--- config.mk ---
export PLATFORM = sky130hd
export DESIGN_NAME = mire_gen_flat
export DESIGN_NICKNAME = d
export VERILOG_FILES = /design/src/rtl/mire_pkg.sv /design/src/rtl/mire_if.sv /design/src/rtl/mire_xy_cnt.sv /design/src/rtl/mire_gen.sv /design/src/flat_wrapper.sv
export SDC_FILE = /design/constraint.sdc
export NUM_CORES = 1
export LEC_CHECK = 0
export BUFFER_PORTS_ARGS = -buffer_cell sky130_fd_sc_hd__buf_2
export CAP_MARGIN = 20
export CORE_MARGIN = 1.5
export CORE_UTILIZATION = 45
export CTS_CLUSTER_DIAMETER = 40
export DETAILED_ROUTE_END_ITERATION = 8
export PLACE_DENSITY_LB_ADDON = 0.1
export SLEW_MARGIN = 25
export SYNTH_ARGS = -nofsm -noshare
export SYNTH_HDL_FRONTEND = slang
export SYNTH_SLANG_ARGS = --single-unit
--- constraint.sdc ---
create_clock -name wshb_clk -period 1.99 [get_ports wshb_clk]
set_input_delay 0.199 -clock wshb_clk [delete_from_list [all_inputs] [get_ports wshb_clk]]
set_output_delay 0.199 -clock wshb_clk [all_outputs]
set_load 0.02 [all_outputs]
--- src/rtl/mire_pkg.sv ---
// Shared types and constants for the test-pattern (mire) generator.
// Holds the FSM states, grid geometry and pixel colour helper.
package mire_pkg;

    localparam int         GRID_W  = 5;
    localparam logic [7:0] BG_BLUE = 8'h80;

    typedef enum logic [1:0] {
        IDLE  = 2'd0,
        WRITE = 2'd1,
        PAUSE = 2'd2,
        DONE  = 2'd3
    } state_e;

    function automatic int cw(input int n);
        return (n > 1) ? $clog2(n) : 1;
    endfunction

    function automatic logic [23:0] mire_rgb(
        input logic [7:0] x8,
        input logic [7:0] y8
    );
        logic grid;
        grid = (x8[GRID_W-1:0] == '0) || (y8[GRID_W-1:0] == '0);
        return grid ? 24'hFFFFFF : {x8, y8, BG_BLUE};
    endfunction

endpackage

--- src/rtl/mire_if.sv ---
// Wishbone bus bundle between the generator and the memory side.
// The generator is the master; the memory controller is the slave.
interface mire_if;

    logic        wshb_cyc;
    logic        wshb_stb;
    logic        wshb_we;
    logic [31:0] wshb_adr;
    logic [31:0] wshb_dat_ms;
    logic [3:0]  wshb_sel;
    logic [2:0]  wshb_cti;
    logic [1:0]  wshb_bte;
    logic        wshb_ack;
    logic [31:0] wshb_dat_sm;

    modport master (
        output wshb_cyc, wshb_stb, wshb_we, wshb_adr,
        output wshb_dat_ms, wshb_sel, wshb_cti, wshb_bte,
        input  wshb_ack, wshb_dat_sm
    );

    modport slave (
        input  wshb_cyc, wshb_stb, wshb_we, wshb_adr,
        input  wshb_dat_ms, wshb_sel, wshb_cti, wshb_bte,
        output wshb_ack, wshb_dat_sm
    );

endinterface

--- src/rtl/mire_xy_cnt.sv ---
// Raster counter: x within y, plus a linear pixel index.
// The index is kept incrementally so no multiplier is needed.
module mire_xy_cnt
    import mire_pkg::*;
#(
    parameter int HDISP = 800,
    parameter int VDISP = 480
) (
    input  logic                          clk,
    input  logic                          rst_n,
    input  logic                          en_i,
    input  logic                          clr_i,
    output logic [cw(HDISP)-1:0]          x_o,
    output logic [cw(VDISP)-1:0]          y_o,
    output logic [cw(HDISP*VDISP)-1:0]    pix_o,
    output logic                          last_o
);

    localparam int XW = cw(HDISP);
    localparam int YW = cw(VDISP);
    localparam int PW = cw(HDISP*VDISP);

    logic [XW-1:0] x_q, x_d;
    logic [YW-1:0] y_q, y_d;
    logic [PW-1:0] p_q, p_d;

    assign last_o = (p_q == PW'(HDISP*VDISP-1));

    always_comb begin
        x_d = x_q;
        y_d = y_q;
        p_d = p_q;
        if (clr_i || (en_i && last_o)) begin
            x_d = '0;
            y_d = '0;
            p_d = '0;
        end else if (en_i) begin
            p_d = p_q + 1'b1;
            if (x_q == XW'(HDISP-1)) begin
                x_d = '0;
                y_d = y_q + 1'b1;
            end else begin
                x_d = x_q + 1'b1;
            end
        end
    end

    always_ff @(posedge clk or negedge rst_n) begin
        if (!rst_n) begin
            x_q <= '0;
            y_q <= '0;
            p_q <= '0;
        end else begin
            x_q <= x_d;
            y_q <= y_d;
            p_q <= p_d;
        end
    end

    assign x_o   = x_q;
    assign y_o   = y_q;
    assign pix_o = p_q;

endmodule

--- src/rtl/mire_gen.sv ---
// Writes a grid test pattern into a framebuffer over Wishbone,
// releasing the bus for one cycle after every burst of acks.
module mire_gen
    import mire_pkg::*;
#(
    parameter int HDISP      = 800,
    parameter int VDISP      = 480,
    parameter int BURST_LEN  = 64,
    parameter int CONTINUOUS = 0
) (
    input  logic   wshb_clk,
    input  logic   wshb_rst_n,
    input  logic   start,
    output logic   busy,
    output logic   frame_done,
    mire_if.master wb
);

    localparam int XW = cw(HDISP);
    localparam int YW = cw(VDISP);
    localparam int PW = cw(HDISP*VDISP);
    localparam int BW = cw(BURST_LEN);

    state_e        state_q, state_d;
    logic [BW-1:0] burst_q, burst_d;
    logic          done_q, done_d;
    logic          inc, clr, last;
    logic [XW-1:0] x;
    logic [YW-1:0] y;
    logic [PW-1:0] pix;
    logic          unused_ok;

    mire_xy_cnt #(
        .HDISP (HDISP),
        .VDISP (VDISP)
    ) u_cnt (
        .clk    (wshb_clk),
        .rst_n  (wshb_rst_n),
        .en_i   (inc),
        .clr_i  (clr),
        .x_o    (x),
        .y_o    (y),
        .pix_o  (pix),
        .last_o (last)
    );

    always_comb begin
        state_d = state_q;
        burst_d = burst_q;
        done_d  = 1'b0;
        inc     = 1'b0;
        clr     = 1'b0;
        unique case (state_q)
            IDLE: begin
                if (start) begin
                    state_d = WRITE;
                    burst_d = '0;
                    clr     = 1'b1;
                end
            end
            WRITE: begin
                if (wb.wshb_ack) begin
                    inc = 1'b1;
                    // End of frame takes precedence over end of burst
                    if (last) begin
                        done_d  = 1'b1;
                        burst_d = '0;
                        state_d = (CONTINUOUS != 0) ? PAUSE : DONE;
                    end else if (burst_q == BW'(BURST_LEN-1)) begin
                        burst_d = '0;
                        state_d = PAUSE;
                    end else begin
                        burst_d = burst_q + 1'b1;
                    end
                end
            end
            PAUSE: begin
                burst_d = '0;
                state_d = WRITE;
            end
            DONE: begin
                state_d = IDLE;
            end
            default: begin
                state_d = IDLE;
            end
        endcase
    end

    always_ff @(posedge wshb_clk or negedge wshb_rst_n) begin
        if (!wshb_rst_n) begin
            state_q <= IDLE;
            burst_q <= '0;
            done_q  <= 1'b0;
        end else begin
            state_q <= state_d;
            burst_q <= burst_d;
            done_q  <= done_d;
        end
    end

    assign busy       = (state_q == WRITE) || (state_q == PAUSE);
    assign frame_done = done_q;

    assign wb.wshb_cyc    = (state_q == WRITE);
    assign wb.wshb_stb    = (state_q == WRITE);
    assign wb.wshb_we     = 1'b1;
    assign wb.wshb_sel    = 4'hF;
    assign wb.wshb_cti    = 3'b000;
    assign wb.wshb_bte    = 2'b00;
    assign wb.wshb_adr    = 32'({pix, 2'b00});
    assign wb.wshb_dat_ms = {8'h00, mire_rgb(8'(x), 8'(y))};

    assign unused_ok = ^{wb.wshb_dat_sm, x, y};

endmodule
--- src/flat_wrapper.sv ---
// flat-port wrapper written by rule: the top's interface ports become plain ports
module mire_gen_flat import mire_pkg::*;
#(
    parameter int HDISP      = 800,
    parameter int VDISP      = 480,
    parameter int BURST_LEN  = 64,
    parameter int CONTINUOUS = 0
)
  (wshb_clk, wshb_rst_n, start, busy, frame_done, wb_wshb_cyc, wb_wshb_stb, wb_wshb_we, wb_wshb_adr, wb_wshb_dat_ms, wb_wshb_sel, wb_wshb_cti, wb_wshb_bte, wb_wshb_ack, wb_wshb_dat_sm);
  mire_if wb_i ();
  input  logic wshb_clk;
  input  logic wshb_rst_n;
  input  logic start;
  output logic busy;
  output logic frame_done;
  output wire logic [$bits(wb_i.wshb_cyc)-1:0] wb_wshb_cyc;
  output wire logic [$bits(wb_i.wshb_stb)-1:0] wb_wshb_stb;
  output wire logic [$bits(wb_i.wshb_we)-1:0] wb_wshb_we;
  output wire logic [$bits(wb_i.wshb_adr)-1:0] wb_wshb_adr;
  output wire logic [$bits(wb_i.wshb_dat_ms)-1:0] wb_wshb_dat_ms;
  output wire logic [$bits(wb_i.wshb_sel)-1:0] wb_wshb_sel;
  output wire logic [$bits(wb_i.wshb_cti)-1:0] wb_wshb_cti;
  output wire logic [$bits(wb_i.wshb_bte)-1:0] wb_wshb_bte;
  input wire logic [$bits(wb_i.wshb_ack)-1:0] wb_wshb_ack;
  input wire logic [$bits(wb_i.wshb_dat_sm)-1:0] wb_wshb_dat_sm;
  assign wb_wshb_cyc = wb_i.wshb_cyc;
  assign wb_wshb_stb = wb_i.wshb_stb;
  assign wb_wshb_we = wb_i.wshb_we;
  assign wb_wshb_adr = wb_i.wshb_adr;
  assign wb_wshb_dat_ms = wb_i.wshb_dat_ms;
  assign wb_wshb_sel = wb_i.wshb_sel;
  assign wb_wshb_cti = wb_i.wshb_cti;
  assign wb_wshb_bte = wb_i.wshb_bte;
  assign wb_i.wshb_ack = wb_wshb_ack;
  assign wb_i.wshb_dat_sm = wb_wshb_dat_sm;
  mire_gen #(.HDISP(HDISP), .VDISP(VDISP), .BURST_LEN(BURST_LEN), .CONTINUOUS(CONTINUOUS)) u_core (.wshb_clk(wshb_clk), .wshb_rst_n(wshb_rst_n), .start(start), .busy(busy), .frame_done(frame_done), .wb(wb_i));
endmodule
# After elaboration in Yosys (flattened, before gate mapping)
# Cells that the tools add are included.
# totals
register_bits	47
inputBits	36
out_inout_bits	78
wordCells	58
# classes
addsub	4
n_eq_ne	9
muxes	26
reduce_logical	13
# ops
cell	count
$mux 19	2
$mux 10	3
$mux 9	3
$mux 24	1
$mux 6	4
$add 19x1->19 const B	1
$eq 19x19->1 const B	1
$pmux 6 s3	1
$add 10x1->10 const B	1
$eq 10x10->1 const B	1
$logic_not 5->1	2
$add 9x1->9 const B	1
$mux 2	4
$pmux 2 s4	1
$mux 1	7
$add 6x1->6 const B	1
$eq 6x6->1 const B	1
$reduce_and 3->1	2
$eq 2x2->1 const B	2
$reduce_bool 2->1	2
$logic_or 1x1->1	3
$ne 3x1->1 const B	1
$reduce_bool 3->1	1
$eq 2x1->1 const B	1
5 further kinds	5

# Longest topological paths before layout
# Gate-level depths: netlist of the first run.
# logic_depth
word_depth	6
ltp_mapped	9
mapped_depth_nobuf	7

# By module
# A second synthesis of the first run with hierarchy kept.
# unflattened
hier_cells	349
area_unflattened_um2	3086.7
# by_module_without_submodules
module	instances	cells_each	area_each_um2	seq_area_each_um2
mire_xy_cnt	1	229	2077.0	950.9
mire_gen	1	120	1009.7	225.2

# Worst setup path after synthesis of the first run
# No wires, ideal clock.
# synth_timing
path_type	register to output
from	reg u_core.u_cnt.y_q[0] (netlist: u_core.u_cnt.y_o[0])
to	out wb_wshb_dat_ms[1]
t_arrival_ns	2.000
required_time_ns	1.791
setup_slack_ns	-0.209
path_stages_with_launch	7
n_path_buf	1
path_cell_list	dfrtp_1 inv_1 ha_1 nor4b_1 nor2_1 inv_1 buf_4
# synth_via
elab_chain_len	3
# synth_rtl
item	line_no	rtl
start: declaration	mire_xy_cnt.sv:24	logic [YW-1:0] y_q, y_d;
start signal: assignment	mire_xy_cnt.sv:55	y_q <= y_d;
$logic_not 5->1	mire_pkg.sv:24	grid = (x8[GRID_W-1:0] == '0) || (y8[GRID_W-1:0] == '0);
$logic_or 1x1->1	mire_pkg.sv:24	
$mux 24	mire_pkg.sv:25	return grid ? 24'hFFFFFF : {x8, y8, BG_BLUE};
end: declaration	flat_wrapper.sv:20	output wire logic [$bits(wb_i.wshb_dat_ms)-1:0] wb_wshb_dat_ms;
# Every way passes these cells.

# Worst setup path after layout of the first run
# layout_timing
from	reg u_core.u_cnt.y_q[1] (netlist: u_core.u_cnt.y_o[1])
to	out wb_wshb_dat_ms[23]
# Same word-level chain as after synthesis.

==> metrics.yaml, run 1 <==
drt-initial-drc-count: 101
dieArea_mm2: 0.00719
outcome: "complete, but fails checks"
vdd_drop_max_uv: 749
fin_util: 0.616
clk_pin_slew_worst_paths_ns: 0.08
slew_headroom: 0.658
hp-class: "in2async"
die_h_um: 84.8
synth.yosys.seq_area_share: 0.383
worstMarginPinSlew_ns: 0.513
max_stage_delay_ns: 0.39
cts_tree: "done"
grt_usage: 0.200
cpLargestDelayFamily: "simple AND/OR/NAND/NOR gates"
cts_buffers: 5
ys.flop_type: "dfrtp_1"
startpoint_type: "register"
cts_root_buffer: "clkbuf_8"
synthCells: 334
avgViaCountPerCell: 5.19
clkLatencyLatePin_ns: 0.30
grt_pass1_wl_um: 11700
finalSetupViolations: 1
crit_slowest_cell: "dfrtp_1"
internal-power_uw: 2970
gp_congestion: 0.828
antenna_found_initial: 0
hold_violations: 0
fin_worst_skew_ns: 0.00433
drv_cap: 0
syn_area_mm2: 0.00301
cp-end-kind: "primary output"
worstPathArrival_ns: 1.79
p_sw_uw: 2300
synth.distinct_cells: 53
core_area_mm2: 0.00642
wire_per_inst_um: 13.7
rows: 29
critPathKind: "reg2out"
setup_ws_ns: -0.0000774
power_frac_comb: 0.637
io_pins: 114
dieWidth_um: 84.8
synthTopCellsByArea: "dfrtp_1 38%, buf_4 10%, ha_1 4.6%, nand2_1 4.5%, nor2_1 3.6%"
grt_max_degree: 27
drc: 17
layout-drive-gt1-share: 0.362
tns_ns: -0.0000774
synth.most_common_cell: "dfrtp_1"
place_hpwl_um: 5100
cellPowerDensity_mw_per_mm2: 1330
violations: "DRC, setup timing"
cp.required_ns: 1.79
num_vias: 2638
grt_pass1_vias: 2511
rsz0062_at_grt: "true"
firstDrtPassIters: 6
path_cells: "buf_6 -> inv_4 -> ha_4 -> nor4b_4 -> buf_4 -> or3_4 -> buf_6"
fmax_mhz: 502
cp_num_buf_inv: 4
overflow: 0
clk_path_buf_depth: 2
cts.htree.levels: 2
r2r_cells: 5
period_needed_ns: 1.99
yosys_warnings: 0
slew_viol_final: 0
crit_top_cell: "buf_6"
portBuffers: 49
diodes: 0
syn_area_per_cell_um2: 9.01
dp.cells: 491
fin_nets: 477
power_leakage_uw: 0.00192
fin_crit_sh: 1.00
path_max_fanout: 8
synth_top_area_frac: 0.383
ant_nets: 0
syn_to_final_growth_pct: 31.4
async_reset_ff_frac: 1.00
p_sw_frac: 0.437
synth_edf_count: 0
power_uw: 5270
synth_commonest_cells: "46 x dfrtp_1, 40 x buf_4, 36 x nand2_1, 29 x nor2_1, 20 x nand3_1"
p_clk_frac: 0.133
synth-seq-cells: 46
synth_top_cell_by_area: "dfrtp_1"
instances_no_fill: 508
crit_cells: 7
clock-sinks: 46
p_seq_frac: 0.230
totalWireLength_um: 6960
start_util: 0.469
[logic make-up after synthesis]
family	Yosys count	synth area share
buffers and inverters	62	0.136
DFF	46	0.383
adders and majority gates	11	0.0457
xor gates and xnor gates	18	0.0524
AOI/OAI and AO/OA	47	0.111
other	2	0.00250
muxes	2	0.00748
and+or+nand+nor	146	0.262
[per-layer routing]
metal,track usage,routed length [um],part of all wire,vias to the layer above
met2,0.336,3410,0.49,57
met4,0.0507,51,0.0073,0
met1,0.272,3260,0.47,1284
met3,0.0295,246,0.035,6
li1,-,-,-,1291
met5,0,0,0,-
[path summary, 6_finish.rpt]
| path | start | end | slack, ns |
|---|---|---|---|
| worst max-delay path | u_core.u_cnt.y_o[1] | wb_wshb_dat_ms[23] | -0.00008 |
| min in group wshb_clk | start | u_core.u_cnt.x_o[4] | 0.42 |
| max in group asynchronous | wshb_rst_n | u_core.u_cnt.pix_o[17] | 1.06 |
| worst min register to register | u_core.burst_q[0] | u_core.burst_q[0] | 0.53 |
| worst max register to register | u_core.u_cnt.pix_o[17] | u_core.u_cnt.y_o[5] | 0.01 |
| worst min-delay path | wshb_rst_n | u_core.frame_done | 0.41 |
[power groups by stage]
stage | registers, uW | logic [uW] | clock network, uW
after floorplan | 1290 | 1820 | 0
final | 1210 | 3360 | 699
after global routing | 1230 | 3640 | 759
after global placement | 1210 | 2670 | 0
after CTS | 1200 | 2960 | 718
after detailed placement | 1210 | 2700 | 0
[layout make-up]
type	instances	area (um^2)
inverter	16	72.6
tap	77	96.3
timing repair buffer	105	813
fill	570	2470
sequential	46	1150
clock buffer	6	72.6
clock inverter	2	37.5
multi-input combinational	256	1710
[cell usage in the layout, fill, tap and decap left out, types with 2 or more instances in the layout]
cell type and instances:
buf_4 57, o21ai_0 7, nand2_2 5, ha_1 4, clkbuf_8 5, a21o_1 2, a21oi_1 6, buf_6 20
inv_1 11, a31oi_1 2, dfrtp_1 43, inv_4 3, nor4_1 4, nor4b_4 2, or3_1 5, a221o_1 3
o31ai_1 2, nand3_1 19, and3_1 4, o21ai_1 7, or4_1 3, dfrtp_2 3, nand2b_1 2, o22ai_1 3
xor2_1 12, nand4_1 11, conb_1 32, nor3_1 5, nor2_1 28, ha_2 4, xnor2_1 6, a22o_1 6
buf_2 26, nand2_1 31, or3_4 4, nor3_4 2, nor3_2 2, nor2b_1 3, ha_4 3, nor4_2 2
[registers in the layout (all words and copies together) (netlist names)]
signal and count:
u_core.u_cnt.y_o 8, u_core.state_q 2, u_core.burst_q 6, u_core.frame_done 1
u_core.u_cnt.pix_o 19, u_core.u_cnt.x_o 10
[metrics by stage]
step / setup WS, ns / hold slack (ns) / cell area [um^2]
2_1_floorplan: -0.00184 / -0.0966 / 3160
3_3_place_gp: 0.0274 / 0.196 / 3520
3_5_place_dp: 0.00927 / 0.203 / 3520
4_1_cts: 0.000386 / 0.408 / 3740
5_1_grt: -0.0621 / 0.429 / 3950
6_report: -0.0000774 / 0.407 / 3950
[repair_timing]
item,in CTS,in global routing
pin swaps,9,8
hold endpoints to repair,20,0
hold buffers,1,0
cloned,0,1
gates resized for setup,32,46
setup endpoints to repair,17,56
buffers inserted,2,5
[worst reg2reg max path, delay by kind of cell (launching register included)]
family	cells	cell delay, ns
and+or+nand+nor	3	0.89
AOI/OAI and AO/OA	2	0.57
DFF	1	0.41
(Power assumes the default switching activity.)
==> run 2: changes to the inputs <==
--- a/config.mk
+++ b/config.mk
@@ -12,6 +12,7 @@
 export CTS_CLUSTER_DIAMETER = 40
 export DETAILED_ROUTE_END_ITERATION = 8
 export PLACE_DENSITY_LB_ADDON = 0.1
+export REMOVE_ABC_BUFFERS = 1
 export SLEW_MARGIN = 25
 export SYNTH_ARGS = -nofsm -noshare
 export SYNTH_HDL_FRONTEND = slang
==> run 2 against run 1 <==
Compared with the run above:
- sequential power hardly changed
- largest cell class unchanged
- the run ends with DRC, hold timing left
- clock power fell by 14%
- setup slack improved by 0.0015 ns
==> metrics.yaml, run 2 (same netlist as run 1, synthesis figures left out) <==
clkLatencyLatePin_ns: 0.30  # about the same
gp_congestion: 0.780  # was 0.828
tns_ns: 0  # was -0.0000774 ns
layout_commonest_cell: "buf_4"  # unchanged
critPathKind: "reg2reg"  # was reg2out
drc: 6  # was 17
firstDrtPassIters: 7  # was 6
reg2reg_slack_ns: 0.001  # was 0.01 ns
r2r_cells: 6  # was 5
clk_path_buf_depth: 2  # unchanged
slew_viol_final: 0  # unchanged
seqCellArea_mm2: 0.00115  # about the same
grt_pass1_vias: 2483  # was 2511
whs_ns: -0.0199  # was 0.407 ns
vdd_drop_max_uv: 639  # was 749 uV
fill_cells: 556  # was 570
io_pins: 114  # unchanged
clk_pin_slew_worst_paths_ns: 0.09  # was 0.08 ns
dieWidth_um: 84.8  # unchanged
die_h_um: 84.8  # unchanged
cts.htree.levels: 2  # unchanged
grt_max_degree: 47  # was 27
max_stage_delay_ns: 0.58  # was 0.39 ns
power_leakage_uw: 0.00202  # was 0.00192 uW
cp_num_buf_inv: 1  # was 4
fin_crit_sh: 0.999  # was 1.00
num_vias: 2675  # was 2638
drv_cap: 0  # unchanged
fin_worst_skew_ns: 0.00967  # was 0.00433 ns
antenna_found_initial: 0  # unchanged
violations: "DRC, hold timing"  # was DRC, setup timing
holdBufCountCts: 0  # was 1
cp.required_ns: 2.17  # was 1.79 ns
syn_to_final_growth_pct: 35.7  # was 31.4%
grt_pass1_wl_um: 11900  # was 11700 um
hold_violations: 26  # was 0
r2r_end: "u_core.u_cnt.y_o[5]"  # unchanged
period_needed_ns: 1.99  # about the same
cpLargestDelayFamily: "simple AND/OR/NAND/NOR gates"  # unchanged
portBuffers: 49  # unchanged
largest_reg_flops: 19  # unchanged
cellPowerDensity_mw_per_mm2: 1320  # was 1330 mW/mm^2
finalSetupViolations: 0  # was 1
hp-class: "in2async"  # unchanged
path_max_fanout: 5  # was 8
drt-initial-drc-count: 136  # was 101
reg2reg_from: "u_core.u_cnt.pix_o[17]"  # unchanged
ant_nets: 0  # unchanged
fmax_mhz: 503  # was 502 MHz
cts_root_buffer: "clkbuf_8"  # unchanged
crit_slowest_cell: "or4b_4"  # was dfrtp_1
rows: 29  # unchanged
totalWireLength_um: 7380  # was 6960 um
diodes: 0  # unchanged
core_area_mm2: 0.00642  # unchanged
start_util: 0.469  # unchanged
cts_tree: "done"  # unchanged
grt_usage: 0.205  # was 0.200
multi_input_area_mm2: 0.00181  # was 0.00171 mm^2
avgViaCountPerCell: 5.16  # was 5.19
worstMarginPinSlew_ns: 0.586  # was 0.513 ns
place_hpwl_um: 5110  # was 5100 um
fin_nets: 487  # was 477
layout-drive-gt1-share: 0.395  # was 0.362
final_cell_mix: "55 x buf_4, 46 x dfrtp_1, 34 x buf_2, 32 x conb_1, 29 x nand2_1"  # was 57 x buf_4, 43 x dfrtp_1, 32 x conb_1, 31 x nand2_1, 28 x nor2_1
cts_buffers: 5  # unchanged
outcome: "complete, but fails checks"  # unchanged
rsz0062_at_grt: "true"  # unchanged
fin_util: 0.636  # was 0.616
startpoint_type: "register"  # unchanged
dieArea_mm2: 0.00719  # unchanged
clock-sinks: 46  # unchanged
worstPathArrival_ns: 2.17  # was 1.79 ns
wire_per_inst_um: 14.2  # was 13.7 um
cp-end-kind: "register"  # was primary output
overflow: 0  # unchanged
slew_headroom: 0.609  # was 0.658
path_cells: "or4b_4 -> nor4_4 -> buf_4 -> a22o_4 -> nor3b_1 -> a221o_1"  # was buf_6 -> inv_4 -> ha_4 -> nor4b_4 -> buf_4 -> or3_4 -> buf_6
run 2: final cells by class:
class | instances | area share
inverter | 16 | 0.0172
timing repair buffer | 114 | 0.212
clock buffer | 7 | 0.0211
multi-input combinational | 257 | 0.443
tap | 77 | 0.0236
clock inverter | 1 | 0.00123
sequential | 46 | 0.282
run 2: repair_timing:
action / in CTS / in global routing
setup endpoints to repair: 57 / 61
buffers inserted: 6 / 9
cloned: 1 / 0
gates resized for setup: 39 / 59
pin swaps: 11 / 13
run 2: routing by layer:
| metal | global-route usage | up-vias | part of all wire |
|---|---|---|---|
| li1 | - | 1312 | - |
| met1 | 0.278 | 1277 | 0.44 |
| met2 | 0.339 | 75 | 0.50 |
| met3 | 0.0315 | 11 | 0.042 |
| met4 | 0.0626 | 0 | 0.012 |
| met5 | 0 | - | 0 |
run 2: stage by stage:
step | setup slack, ns | power, uW | std cells | cell area, um^2 | hold WS [ns]
after floorplan | -0.595 | 2810 | 318 | 2770 | -0.0966
after detailed placement | -0.0740 | 3920 | 494 | 3490 | 0.338
after global placement | -0.0448 | 3870 | 494 | 3490 | 0.340
final | 0.00141 | 5400 | 518 | 4080 | -0.0199
after global routing | -0.0641 | 5740 | 518 | 4080 | 0.0300
after CTS | -0.0199 | 4840 | 509 | 3780 | 0.00990
run 2: report_power, final:
group / internal [uW] / switching (uW) / leakage [uW] / total, uW
combinational: 1610 / 1970 / 0.00134 / 3580
clock: 281 / 322 / 0.0000482 / 603
sequential: 1090 / 133 / 0.000625 / 1220
total: 2980 / 2430 / 0.00202 / 5400
run 2: worst max-delay path by stage:
stage / startpoint / to / slack, ns / cells past startpoint
2_1_floorplan: u_core.u_cnt.y_o[0] / wb_wshb_dat_ms[0] / -0.60 / 5
3_3_place_gp: u_core.u_cnt.pix_o[10] / u_core.u_cnt.y_o[5] / -0.04 / 5
3_5_place_dp: u_core.u_cnt.pix_o[10] / u_core.u_cnt.y_o[5] / -0.07 / 5
4_1_cts: u_core.u_cnt.x_o[0] / u_core.u_cnt.y_o[6] / -0.02 / 6
5_1_grt: u_core.u_cnt.pix_o[13] / u_core.u_cnt.y_o[5] / -0.06 / 6
6_report: u_core.u_cnt.pix_o[17] / u_core.u_cnt.y_o[5] / 0.001 / 6
run 2: worst register-to-register path, stage by stage (launching register included):
cell	delay (ns)
dfrtp_1	0.39
or4b_4	0.58
nor4_4	0.27
buf_4	0.18
a22o_4	0.15
nor3b_1	0.05
a221o_1	0.26
